$ cat config.mk
export PLATFORM = sky130hd
export DESIGN_NAME = sb_tx_scheduler_flat
export DESIGN_NICKNAME = d
export VERILOG_FILES = /design/src/rtl/sb_tx_scheduler_if.sv /design/src/rtl/sb_tx_scheduler.sv /design/src/flat_wrapper.sv
export SDC_FILE = /design/constraint.sdc
export NUM_CORES = 1
export LEC_CHECK = 0
export CORE_MARGIN = 4
export CORE_UTILIZATION = 28
export DETAILED_ROUTE_END_ITERATION = 10
export PLACE_DENSITY_LB_ADDON = 0.15
export SLEW_MARGIN = 20
export SYNTH_ARGS = -nofsm -noshare
export SYNTH_HDL_FRONTEND = slang
export SYNTH_SLANG_ARGS = --single-unit
export TNS_END_PERCENT = 100
$ cat constraint.sdc
create_clock -name sb_clk -period 6.16 [get_ports sb_clk]
set_clock_uncertainty 0.1 [all_clocks]
set_input_delay 0.924 -clock sb_clk [delete_from_list [all_inputs] [get_ports sb_clk]]
set_output_delay 0.924 -clock sb_clk [all_outputs]
set_load 0.1 [all_outputs]
$ cat src/rtl/sb_tx_scheduler_if.sv
// Handshake bundle between the sideband TX requesters, the TX frame builder and
// sb_tx_scheduler. The scheduler is the slave; requesters and builder form the master.
interface sb_tx_scheduler_if;
    logic       disconnect;
    logic       lt_req;
    logic       at_rsp_req;
    logic       at_cmd_req;
    logic       lt_gnt;
    logic       at_rsp_gnt;
    logic       at_cmd_gnt;
    logic       tx_start;
    logic [1:0] tx_sel;
    logic       tx_done;
    logic       rsp_valid;
    logic       at_cmd_done;
    logic       at_cmd_fail;
    logic [1:0] retry_cnt;
    logic       busy;

    modport master (
        output disconnect, lt_req, at_rsp_req, at_cmd_req, tx_done, rsp_valid,
        input  lt_gnt, at_rsp_gnt, at_cmd_gnt, tx_start, tx_sel,
        input  at_cmd_done, at_cmd_fail, retry_cnt, busy
    );

    modport slave (
        input  disconnect, lt_req, at_rsp_req, at_cmd_req, tx_done, rsp_valid,
        output lt_gnt, at_rsp_gnt, at_cmd_gnt, tx_start, tx_sel,
        output at_cmd_done, at_cmd_fail, retry_cnt, busy
    );
endinterface

$ cat src/rtl/sb_tx_scheduler.sv
// Fixed-priority (LT > AT rsp > AT cmd) arbiter for the sideband TX frame builder,
// plus a tracker for the single outstanding AT command with timeout and bounded resend.
module sb_tx_scheduler #(
    parameter logic [15:0] TIMEOUT_CYC = 16'd1000,
    parameter logic [1:0]  MAX_RETRY   = 2'd2
) (
    input logic              sb_clk,
    input logic              rst,
    sb_tx_scheduler_if.slave bus
);

    typedef enum logic {StIdle, StSend} state_e;
    typedef enum logic [1:0] {CIdle, CWait, CRetry} trk_e;

    localparam logic [1:0] SelNone = 2'b00;
    localparam logic [1:0] SelLt   = 2'b01;
    localparam logic [1:0] SelRsp  = 2'b10;
    localparam logic [1:0] SelCmd  = 2'b11;

    state_e      state_q;
    trk_e        trk_q;
    logic [15:0] timer_q;
    logic [1:0]  sel_q;
    logic [2:0]  gnt_q;
    logic [1:0]  retry_q;
    logic        start_q;
    logic        done_q;
    logic        fail_q;

    logic req_lt;
    logic req_rsp;
    logic req_cmd;
    logic cmd_sent;

    // A new command is only accepted when nothing is outstanding; a pending resend
    // requests the builder on its own.
    assign req_lt   = bus.lt_req;
    assign req_rsp  = bus.at_rsp_req;
    assign req_cmd  = (bus.at_cmd_req && (trk_q == CIdle)) || (trk_q == CRetry);
    assign cmd_sent = (state_q == StSend) && bus.tx_done && (sel_q == SelCmd);

    always_ff @(posedge sb_clk or negedge rst) begin
        if (!rst) begin
            state_q <= StIdle;
            trk_q   <= CIdle;
            timer_q <= '0;
            sel_q   <= SelNone;
            gnt_q   <= '0;
            retry_q <= '0;
            start_q <= 1'b0;
            done_q  <= 1'b0;
            fail_q  <= 1'b0;
        end else if (bus.disconnect) begin
            state_q <= StIdle;
            trk_q   <= CIdle;
            timer_q <= '0;
            sel_q   <= SelNone;
            gnt_q   <= '0;
            retry_q <= '0;
            start_q <= 1'b0;
            done_q  <= 1'b0;
            fail_q  <= 1'b0;
        end else begin
            start_q <= 1'b0;
            done_q  <= 1'b0;
            fail_q  <= 1'b0;

            case (state_q)
                StIdle: begin
                    if (req_lt || req_rsp || req_cmd) begin
                        state_q <= StSend;
                        start_q <= 1'b1;
                        if (req_lt) begin
                            sel_q <= SelLt;
                            gnt_q <= 3'b001;
                        end else if (req_rsp) begin
                            sel_q <= SelRsp;
                            gnt_q <= 3'b010;
                        end else begin
                            sel_q <= SelCmd;
                            gnt_q <= 3'b100;
                        end
                    end
                end
                StSend: begin
                    if (bus.tx_done) begin
                        state_q <= StIdle;
                        sel_q   <= SelNone;
                        gnt_q   <= '0;
                    end
                end
                default: state_q <= StIdle;
            endcase

            case (trk_q)
                CIdle, CRetry: begin
                    if (cmd_sent) begin
                        trk_q   <= CWait;
                        timer_q <= '0;
                    end
                end
                CWait: begin
                    // A response arriving on the expiry cycle still counts as an answer.
                    if (bus.rsp_valid) begin
                        done_q  <= 1'b1;
                        retry_q <= '0;
                        trk_q   <= CIdle;
                        timer_q <= '0;
                    end else if (timer_q == TIMEOUT_CYC - 16'd1) begin
                        timer_q <= '0;
                        if (retry_q == MAX_RETRY) begin
                            fail_q  <= 1'b1;
                            retry_q <= '0;
                            trk_q   <= CIdle;
                        end else begin
                            retry_q <= retry_q + 2'd1;
                            trk_q   <= CRetry;
                        end
                    end else if (timer_q != 16'hFFFF) begin
                        timer_q <= timer_q + 16'd1;
                    end
                end
                default: trk_q <= CIdle;
            endcase
        end
    end

    assign bus.lt_gnt      = gnt_q[0];
    assign bus.at_rsp_gnt  = gnt_q[1];
    assign bus.at_cmd_gnt  = gnt_q[2];
    assign bus.tx_sel      = sel_q;
    assign bus.tx_start    = start_q;
    assign bus.at_cmd_done = done_q;
    assign bus.at_cmd_fail = fail_q;
    assign bus.retry_cnt   = retry_q;
    assign bus.busy        = (state_q != StIdle) || (trk_q != CIdle);

endmodule

$ cat src/flat_wrapper.sv
// flat-port wrapper written by rule: the top's interface ports become plain ports
module sb_tx_scheduler_flat 
#(
    parameter logic [15:0] TIMEOUT_CYC = 16'd1000,
    parameter logic [1:0]  MAX_RETRY   = 2'd2
)
  (sb_clk, rst, bus_disconnect, bus_lt_req, bus_at_rsp_req, bus_at_cmd_req, bus_tx_done, bus_rsp_valid, bus_lt_gnt, bus_at_rsp_gnt, bus_at_cmd_gnt, bus_tx_start, bus_tx_sel, bus_at_cmd_done, bus_at_cmd_fail, bus_retry_cnt, bus_busy);
  sb_tx_scheduler_if bus_i ();
  input logic sb_clk;
  input logic rst;
  input wire logic [$bits(bus_i.disconnect)-1:0] bus_disconnect;
  input wire logic [$bits(bus_i.lt_req)-1:0] bus_lt_req;
  input wire logic [$bits(bus_i.at_rsp_req)-1:0] bus_at_rsp_req;
  input wire logic [$bits(bus_i.at_cmd_req)-1:0] bus_at_cmd_req;
  input wire logic [$bits(bus_i.tx_done)-1:0] bus_tx_done;
  input wire logic [$bits(bus_i.rsp_valid)-1:0] bus_rsp_valid;
  output wire logic [$bits(bus_i.lt_gnt)-1:0] bus_lt_gnt;
  output wire logic [$bits(bus_i.at_rsp_gnt)-1:0] bus_at_rsp_gnt;
  output wire logic [$bits(bus_i.at_cmd_gnt)-1:0] bus_at_cmd_gnt;
  output wire logic [$bits(bus_i.tx_start)-1:0] bus_tx_start;
  output wire logic [$bits(bus_i.tx_sel)-1:0] bus_tx_sel;
  output wire logic [$bits(bus_i.at_cmd_done)-1:0] bus_at_cmd_done;
  output wire logic [$bits(bus_i.at_cmd_fail)-1:0] bus_at_cmd_fail;
  output wire logic [$bits(bus_i.retry_cnt)-1:0] bus_retry_cnt;
  output wire logic [$bits(bus_i.busy)-1:0] bus_busy;
  assign bus_i.disconnect = bus_disconnect;
  assign bus_i.lt_req = bus_lt_req;
  assign bus_i.at_rsp_req = bus_at_rsp_req;
  assign bus_i.at_cmd_req = bus_at_cmd_req;
  assign bus_i.tx_done = bus_tx_done;
  assign bus_i.rsp_valid = bus_rsp_valid;
  assign bus_lt_gnt = bus_i.lt_gnt;
  assign bus_at_rsp_gnt = bus_i.at_rsp_gnt;
  assign bus_at_cmd_gnt = bus_i.at_cmd_gnt;
  assign bus_tx_start = bus_i.tx_start;
  assign bus_tx_sel = bus_i.tx_sel;
  assign bus_at_cmd_done = bus_i.at_cmd_done;
  assign bus_at_cmd_fail = bus_i.at_cmd_fail;
  assign bus_retry_cnt = bus_i.retry_cnt;
  assign bus_busy = bus_i.busy;
  sb_tx_scheduler #(.TIMEOUT_CYC(TIMEOUT_CYC), .MAX_RETRY(MAX_RETRY)) u_core (.sb_clk(sb_clk), .rst(rst), .bus(bus_i));
endmodule
==> impl_metrics.py, run 1 <==
metrics = {
    "global_route": {
        "grt-ovfl-total": 0,
        "grt_max_degree": 30,
        "grt_pass1_vias": 1316,
        "antenna_found_initial": 0,
        "grt_pass1_wl_um": 6390,
        "grt.total_usage_pct": 12.4,
    },
    "worst_setup_path": {
        "crit_required_ps": 6210,
        "cp_num_buf_inv": 1,
        "crit_start": "bus_disconnect",
        "slowest_stage": "o31ai_4",
        "cp.arrival_ps": 3320,
        "critical_path.max_stage_delay_ps": 630,
        "crit_path_start_kind": "primary input",
        "critPathCaptureType": "flop",
        "rr_startpoint": "u_core.timer_q[3]",
        "path_class": "in2reg",
        "path_cells": "clkdlybuf4s50_1, nor4b_2, nand4_1, o31ai_4, nand2b_1, o31ai_1",
        "crit_family": "simple AND/OR/NAND/NOR gates",
        "cp_max_fo": 18,
    },
    "logic_synthesis": {
        "ys.flop_type": "dfrtp_1",
        "yosysWarnings": 0,
        "synthAdderAreaFrac_pct": 0.806,
        "syn_area_um2": 1550,
        "synth_edf_count": 0,
        "synth_top_family_by_area": "simple AND/OR/NAND/NOR gates",
        "netlist_instances": 163,
        "yosysSeqAreaShare_pct": 46.7,
        "synthMuxAreaShare_pct": 0.645,
        "synth-simple-area-share_pct": 29.1,
        "syn_nets": 172,
        "ys_seq_elements": 29,
        "synth.distinct_cells": 42,
        "synth-async-reset-ratio_pct": 100,
        "synth_xor_area_share_pct": 1.13,
        "avgSynthCellArea_um2": 9.53,
        "synth-compound-area-share_pct": 19.3,
    },
    "routing": {
        "avgRoutedWirePerCell_um": 14.9,
        "drc": 0,
        "vias": 1353,
        "finalWirelength_um": 3790,
        "antenna_left": 0,
        "firstDrtPassIters": 4,
        "vias_per_cell": 5.33,
        "drt_iter0_drc": 66,
    },
    "timing": {
        "whs_ps": 398,
        "relSlewSlack_pct": 34.6,
        "setup_slack_ps": 2890,
        "worst_slew_pin_slew_ps": 977,
        "drv_slew": 0,
        "period_needed_ps": 3270,
        "setup_viol": 0,
        "finalHoldViolations": 0,
        "grt_setup_unrepaired": "no",
        "fmax_mhz": 306,
        "min_period_over_period_pct": 53.1,
        "tns_ps": 0,
    },
    "clock_tree": {
        "cts_tree": "done",
        "hold_buffers": 0,
        "cts-root-buf": "clkbuf_8",
        "clk_latency_ps": 280,
        "cts_buffer_depth": 2,
        "h-tree-depth": 2,
        "cts_num_sinks": 29,
        "numCtsBuffers": 5,
        "clk_pin_slew_ps": 60,
        "post_cts_resized": 0,
        "cts_setup_buffers": 0,
    },
    "finish": {
        "final_net_count": 192,
        "diodes": 0,
        "multi_input_area_um2": 801,
        "syn_to_final_growth_pct": 21.8,
        "final_cell_mix": "29 x dfrtp_1, 18 x clkdlybuf4s50_1, 15 x nor2_1",
        "mostFrequentLayoutCell": "dfrtp_1",
        "final.fill_count": 521,
        "regArea_um2": 726,
        "drive_gt1_share_pct": 8.15,
    },
    "placed_design": {
        "detailedPlacementHpwl_um": 2680,
        "gp_congestion": 0.750,
        "portBuffers": 18,
        "pre_cts_slack_ps": 2360,
    },
    "hold_path": {
        "hp-class": "reg2reg",
        "min_from": "u_core.gnt_q[2]",
    },
    "floorplan": {
        "initial_core_util_pct": 29.6,
        "rows": 26,
        "core_area_um2": 5240,
        "die_h_um": 82.5,
        "dieArea_um2": 6800,
        "die_w_um": 82.5,
        "ioPinCount": 19,
    },
    "outcome": {
        "outcome": "complete, no violations",
    },
    "power": {
        "cellLeakagePower_nw": 0.763,
        "power_density_nw_per_um2": 210,
        "p_int_w": 0.000286,
        "power_switching_w": 0.000111,
        "p_clk_share_pct": 37.7,
        "swShare_pct": 27.9,
        "combPwrFrac_pct": 12.9,
        "peakVddDrop_v": 0.0000805,
        "seq_power_share_pct": 49.4,
    },
    "flow_run": {
        "maxCapViolations": 0,
    },
}
==> power by group through the flow <==
stage	logic (W)	clock network, W	registers [W]
final	0.0000514	0.000149	0.000196
after floorplan	0.0000155	0	0.000217
after global routing	0.0000551	0.000166	0.000196
after detailed placement	0.0000515	0	0.000200
after global placement	0.0000511	0	0.000199
after CTS	0.0000517	0.000156	0.000196
==> registers in the layout (all words and copies together), names as in the netlist <==
register / count
u_core.state_q: 1
u_core.timer_q: 16
u_core.bus.retry_cnt: 2
u_core.bus.tx_sel: 2
u_core.gnt_q: 3
u_core.bus.tx_start: 1
u_core.trk_q: 2
u_core.bus.at_cmd_done: 1
u_core.bus.at_cmd_fail: 1
==> metrics by stage <==
stage / total power, W / instance area, um2 / utilization [%] / cells
finish: 0.000397 / 1890 / 36.1 / 254
global route: 0.000417 / 1890 / 36.1 / 254
CTS: 0.000404 / 1880 / 36.0 / 254
detailed placement: 0.000251 / 1800 / 34.4 / 246
global placement: 0.000251 / 1800 / 34.4 / 246
floorplan: 0.000232 / 1550 / - / 163
==> cells by family after synthesis <==
logic type / Yosys count
compound gates: 43
xor+xnor: 2
fa+ha+maj: 1
buf+inv: 8
flops: 29
mux: 1
simple gates: 79
==> layout make-up <==
cell class	count	area share, %
clock buffers	6	3.84
clock inverters	2	0.529
inverters	2	0.397
multi-input cells	126	42.3
flip-flops and latches	29	38.4
well taps	70	4.63
repair buffers	19	9.92
==> cells in the mapped netlist, types with 4 or more instances <==
library cell,n,area (um2)
nor2_1,15,56.3
nor3_1,8,40.0
dfrtp_1,29,726
nand2_1,12,45.0
o21ai_0,12,60.1
nand4_1,4,25.0
a22o_1,6,52.6
o31ai_1,6,45.0
nand2b_1,7,43.8
clkbuf_1,4,15.0
nand3_1,10,50.1
==> layer usage <==
metal | vias to the layer above | share of wire, % | wire length [um] | GRT usage (%)
li1 | 654 | - | - | -
met1 | 659 | 47 | 1800 | 16.6
met2 | 35 | 46 | 1750 | 18.4
met3 | 5 | 4.9 | 187 | 3.58
met4 | 0 | 1.4 | 54 | 5.15
met5 | - | 0 | 0 | 0
==> path summary, 6_finish.rpt <==
check	depth (start not counted)	end	slack, ps
max	6	u_core.timer_q[7]	2890
min	1	u_core.gnt_q[2]	400
max reg2reg	5	u_core.timer_q[9]	3540
min reg2reg	1	u_core.gnt_q[2]	400
max in group asynchronous	2	u_core.timer_q[3]	4750
min in group asynchronous	2	u_core.bus.retry_cnt[1]	930
==> worst reg2reg max path, stage by stage, from the launching register on <==
cell and delay (ps):
dfrtp_1 460, or4_4 570, nor4_4 620, nand2b_1 370, nor2_1 140, a22o_1 250
Power figures use the tool's default switching activity.
==> run 2: changes to the inputs <==
clock period = 3.02 ns   (was 6.16 ns; I/O delays follow)
==> run 2 against run 1 <==
Non-clock buffer count grew 3; via count shrank 0.81%; critical path depth grew 1; critical endpoint is now u_core.timer_q[2]; first-iteration DRC count shrank 11%; global-route usage is essentially flat; clock power grew 110%; highest routed layer unchanged; cell area shrank 0.53%.
==> impl_metrics.py, run 2 (synthesis results as in run 1) <==
metrics = {
    "worst_setup_path": {
        "path_class": "in2reg",
        "crit_path_start_kind": "primary input",
        "crit_required_ps": 3060,
        "cp.arrival_ps": 2500,
        "regToRegEndpoint": "u_core.timer_q[2]",
        "regToRegSetupSlack_ps": 670,
        "critPathCaptureType": "flop",
        "rr_startpoint": "u_core.timer_q[4]",
        "cp_max_fo": 18,
        "rr_worst_depth": 6,
    },
    "floorplan": {
        "die_w_um": 82.5,
        "ioPinCount": 19,
        "core_area_um2": 5240,
        "initial_core_util_pct": 29.6,
        "die_h_um": 82.5,
        "dieArea_um2": 6800,
        "rows": 26,
    },
    "clock_tree": {
        "hold_buffers": 0,
        "cts_buffer_depth": 2,
        "h-tree-depth": 2,
        "clk_pin_slew_ps": 60,
        "post_cts_resized": 0,
        "cts_num_sinks": 29,
        "clk_latency_ps": 280,
        "numCtsBuffers": 5,
        "cts-root-buf": "clkbuf_8",
        "cts_tree": "done",
        "cts_setup_buffers": 0,
    },
    "finish": {
        "largest_register": "u_core.timer_q",
        "final.fill_count": 526,
        "syn_to_final_growth_pct": 21.2,
        "drive_gt1_share_pct": 15.1,
        "largest_register_ffs": 16,
        "largestRegisters": "u_core.timer_q: 16 flops, u_core.gnt_q: 3 flops",
        "final_net_count": 195,
        "mostFrequentLayoutCell": "dfrtp_1",
        "post-route-cell-area_um2": 1880,
        "diodes": 0,
        "final_cell_mix": "29 x dfrtp_1, 15 x nor2_1, 15 x buf_4",
    },
    "global_route": {
        "antenna_found_initial": 0,
        "grt-ovfl-total": 0,
        "grt.total_usage_pct": 12.3,
        "grt_pass1_vias": 1358,
        "grt_max_degree": 30,
        "grt_pass1_wl_um": 6350,
    },
    "outcome": {
        "outcome": "complete, no violations",
    },
    "timing": {
        "finalHoldViolations": 0,
        "tns_ps": 0,
        "grt_setup_unrepaired": "no",
        "setup_viol": 0,
        "drv_slew": 0,
        "period_needed_ps": 2460,
        "worst_slew_pin_slew_ps": 575,
        "min_period_over_period_pct": 81.4,
        "relSlewSlack_pct": 61.3,
        "fmax_mhz": 407,
    },
    "power": {
        "cellLeakagePower_nw": 0.796,
        "p_clk_share_pct": 38.6,
        "swShare_pct": 26.3,
        "p_int_w": 0.000604,
        "power_density_nw_per_um2": 435,
        "seq_power_share_pct": 48.8,
        "power_switching_w": 0.000216,
        "combPwrFrac_pct": 12.6,
        "peakVddDrop_v": 0.000188,
    },
    "routing": {
        "drt_iter0_drc": 59,
        "vias_per_cell": 5.24,
        "antenna_left": 0,
        "firstDrtPassIters": 4,
        "finalWirelength_um": 3760,
        "drc": 0,
        "avgRoutedWirePerCell_um": 14.7,
        "vias": 1342,
    },
    "flow_run": {
        "maxCapViolations": 0,
    },
    "placed_design": {
        "portBuffers": 18,
        "dpl_cell_area_um2": 1800,
        "detailedPlacementHpwl_um": 2760,
        "gp_congestion": 0.779,
    },
    "hold_path": {
        "whs_endpoint": "u_core.gnt_q[2]",
        "hp-class": "reg2reg",
        "hold_path_depth": 1,
        "min_from": "u_core.gnt_q[2]",
    },
}
-- run 2: changes by cell type in the layout (fill, tap and decap cells not counted) --
cell,before,now
clkdlybuf4s50_1,18,7
clkinv_2,2,0
clkbuf_8,5,6
o31ai_4,1,0
o31ai_2,0,1
buf_4,1,15
-- run 2: worst max-delay path by stage --
stage / startpoint / to / slack (ps) / depth (start not counted)
2_1_floorplan: u_core.bus.tx_sel[1] / u_core.timer_q[10] / 710 / 5
3_3_place_gp: bus_rsp_valid / u_core.timer_q[2] / 440 / 7
3_5_place_dp: bus_rsp_valid / u_core.timer_q[2] / 300 / 7
4_1_cts: bus_rsp_valid / u_core.timer_q[2] / 600 / 7
5_1_grt: bus_rsp_valid / u_core.timer_q[2] / 410 / 7
6_report: bus_rsp_valid / u_core.timer_q[2] / 560 / 7
-- run 2: worst max-delay path: stages --
cell	delay, ps
clkdlybuf4s50_1	490
nor4b_2	440
nand4_1	230
o31ai_2	210
buf_4	240
nand2b_1	290
o21ai_0	140
-- run 2: layout make-up --
cell class	count	area, um2	area share [%]
flip-flops and latches	29	726	38.6
well taps	70	87.6	4.65
inverters	2	7.51	0.399
clock buffers	7	86.3	4.59
multi-input cells	126	792	42.1
repair buffers	22	183	9.71
-- run 2: through the flow --
stage / hold slack, ps / utilization (%) / setup WS (ps) / instances / total power, W
4_1_cts: 399 / 35.9 / 599 / 256 / 0.000835
6_report: 394 / 35.9 / 563 / 256 / 0.000819
3_3_place_gp: 381 / 34.3 / 438 / 249 / 0.000510
2_1_floorplan: 57.4 / - / 715 / 163 / 0.000474
3_5_place_dp: 387 / 34.3 / 298 / 249 / 0.000512
5_1_grt: 448 / 35.9 / 411 / 256 / 0.000867
-- run 2: power by group through the flow --
| stage | clock network (W) | registers, W | logic [W] |
|---|---|---|---|
| after floorplan | 0 | 0.000442 | 0.0000317 |
| after global placement | 0 | 0.000407 | 0.000104 |
| after detailed placement | 0 | 0.000407 | 0.000104 |
| after CTS | 0.000331 | 0.000400 | 0.000105 |
| after global routing | 0.000356 | 0.000400 | 0.000110 |
| final | 0.000316 | 0.000400 | 0.000103 |
-- run 2: routing by layer --
metal  share of wire, %  global-route usage (%)  up-vias
met3                5.4                    4.01        6
met1                 48                    16.2      642
met5                  0                       0        -
met2                 45                    18.7       39
met4                1.5                    4.82        0
li1                   -                       -      655
==> run 3: changes to the inputs <==
clock period = 2.1 ns   (was 3.02 ns; I/O delays follow)
==> run 3 against run 2 <==
Largest power group unchanged; worst setup slack got worse by 450 ps; largest cell class unchanged; routed wire length rose by 10%; critical path depth fell by 1.
==> impl_metrics.py, run 3 (synthesis results as in run 1) <==
metrics = {
    "worst_setup_path": {
        "crit_path_start_kind": "flop",
        "critPathCaptureType": "flop",
        "rr_worst_depth": 6,
        "regToRegSetupSlack_ps": 120,
        "cp.arrival_ps": 2080,
        "critical_path.max_stage_delay_ps": 560,
        "slowest_stage": "or4_4",
        "crit_family": "simple AND/OR/NAND/NOR gates",
        "cp_max_fo": 3,
        "regToRegEndpoint": "u_core.bus.retry_cnt[0]",
        "cp_num_buf_inv": 1,
        "path_cells": "or4_4, nor4_1, buf_4, nand3b_1, a21o_1, a21oi_1",
        "path_class": "reg2reg",
        "crit_required_ps": 2200,
        "rr_startpoint": "u_core.timer_q[15]",
    },
    "global_route": {
        "grt_max_degree": 30,
        "antenna_found_initial": 0,
        "grt_pass1_vias": 1455,
        "grt.total_usage_pct": 13.5,
        "grt-ovfl-total": 0,
        "grt_pass1_wl_um": 6840,
    },
    "finish": {
        "diodes": 0,
        "largest_register_ffs": 16,
        "final.fill_count": 528,
        "final_cells": 290,
        "final_cell_mix": "46 x buf_4, 27 x dfrtp_1, 15 x nor2_1",
        "final_net_count": 228,
        "drive_gt1_share_pct": 30.5,
        "largest_register": "u_core.timer_q",
        "mostFrequentLayoutCell": "buf_4",
        "regArea_um2": 728,
        "syn_to_final_growth_pct": 40.9,
        "largestRegisters": "u_core.timer_q: 16 flops, u_core.gnt_q: 3 flops",
        "post-route-cell-area_um2": 2190,
        "multi_input_area_um2": 828,
    },
    "timing": {
        "relSlewSlack_pct": 67.4,
        "tns_ps": 0,
        "finalHoldViolations": 0,
        "drv_slew": 0,
        "min_period_over_period_pct": 94.5,
        "grt_setup_unrepaired": "no",
        "setup_viol": 0,
        "fmax_mhz": 504,
        "period_needed_ps": 1980,
        "worst_slew_pin_slew_ps": 485,
    },
    "routing": {
        "vias_per_cell": 5.09,
        "avgRoutedWirePerCell_um": 14.3,
        "antenna_left": 0,
        "finalWirelength_um": 4140,
        "vias": 1476,
        "firstDrtPassIters": 4,
        "drc": 0,
        "drt_iter0_drc": 74,
    },
    "clock_tree": {
        "numCtsBuffers": 5,
        "clk_latency_ps": 280,
        "cts_num_sinks": 29,
        "clk_pin_slew_ps": 60,
        "cts_tree": "done",
        "h-tree-depth": 2,
        "cts-root-buf": "clkbuf_8",
        "cts_buffer_depth": 2,
    },
    "placed_design": {
        "portBuffers": 18,
        "detailedPlacementHpwl_um": 3090,
        "dp.cells": 281,
        "dpl_cell_area_um2": 2050,
        "gp_congestion": 0.844,
    },
    "power": {
        "power_density_nw_per_um2": 558,
        "cellLeakagePower_nw": 0.963,
        "peakVddDrop_v": 0.000202,
    },
    "flow_run": {
        "maxCapViolations": 0,
    },
    "floorplan": {
        "core_area_um2": 5240,
        "ioPinCount": 19,
        "die_w_um": 82.5,
        "dieArea_um2": 6800,
        "die_h_um": 82.5,
        "initial_core_util_pct": 29.6,
        "rows": 26,
    },
    "outcome": {
        "outcome": "complete, no violations",
    },
    "hold_path": {
        "hp-class": "in2async",
    },
}
run 3: area by class of cell:
class	count	share of cell area, %
sequential	29	33.3
inverter	2	0.343
clock buffer	8	4.12
tap	70	4.00
timing repair buffer	55	20.4
multi-input combinational	126	37.9
run 3: how the worst max path moves through the flow:
stage,startpoint,endpoint,depth (start not counted)
2_1_floorplan,u_core.timer_q[4],u_core.timer_q[5],5
3_3_place_gp,bus_rsp_valid,u_core.timer_q[2],7
3_5_place_dp,bus_rsp_valid,u_core.timer_q[2],7
4_1_cts,u_core.timer_q[4],u_core.timer_q[3],6
5_1_grt,u_core.timer_q[15],u_core.bus.retry_cnt[0],6
6_report,u_core.timer_q[15],u_core.bus.retry_cnt[0],6
run 3: worst register-to-register path, delay by kind of cell (launching register included):
family / cells / cell delay [ps]
AOI/OAI and AO/OA: 2 / 310
buffers and inverters: 1 / 170
DFF: 1 / 380
and+or+nand+nor: 3 / 950
run 3: metal layers:
metal | GRT usage (%) | vias to the layer above | part of all wire (%)
met5 | 0 | - | 0
met4 | 5.48 | 0 | 1.8
met3 | 3.69 | 5 | 5.0
met2 | 21.0 | 33 | 46
met1 | 17.5 | 715 | 47
li1 | - | 723 | -
run 3: what timing repair did:
action | CTS | global route
hold buffers | 0 | 0
endpoints found under the setup margin | 1 | 15
hold endpoints to repair | 0 | 0
pin swaps | 0 | 3
resized for setup | 1 | 6
setup buffers | 0 | 1
run 3: power by group:
part / switching [W] / internal (W)
sequential: 0.00000543 / 0.000568
combinational: 0.000116 / 0.0000625
clock: 0.000202 / 0.000267
run 3: stage by stage:
step                utilization, %  setup slack, ps  hold slack [ps]  total power (W)
global route                  41.8             12.7              360          0.00129
detailed placement            39.2             -203              382         0.000763
global placement              39.2             -151              381         0.000761
CTS                           40.9             3.56              341          0.00124
floorplan                        -             69.3            -80.6         0.000682
finish                        41.8              115              332          0.00122
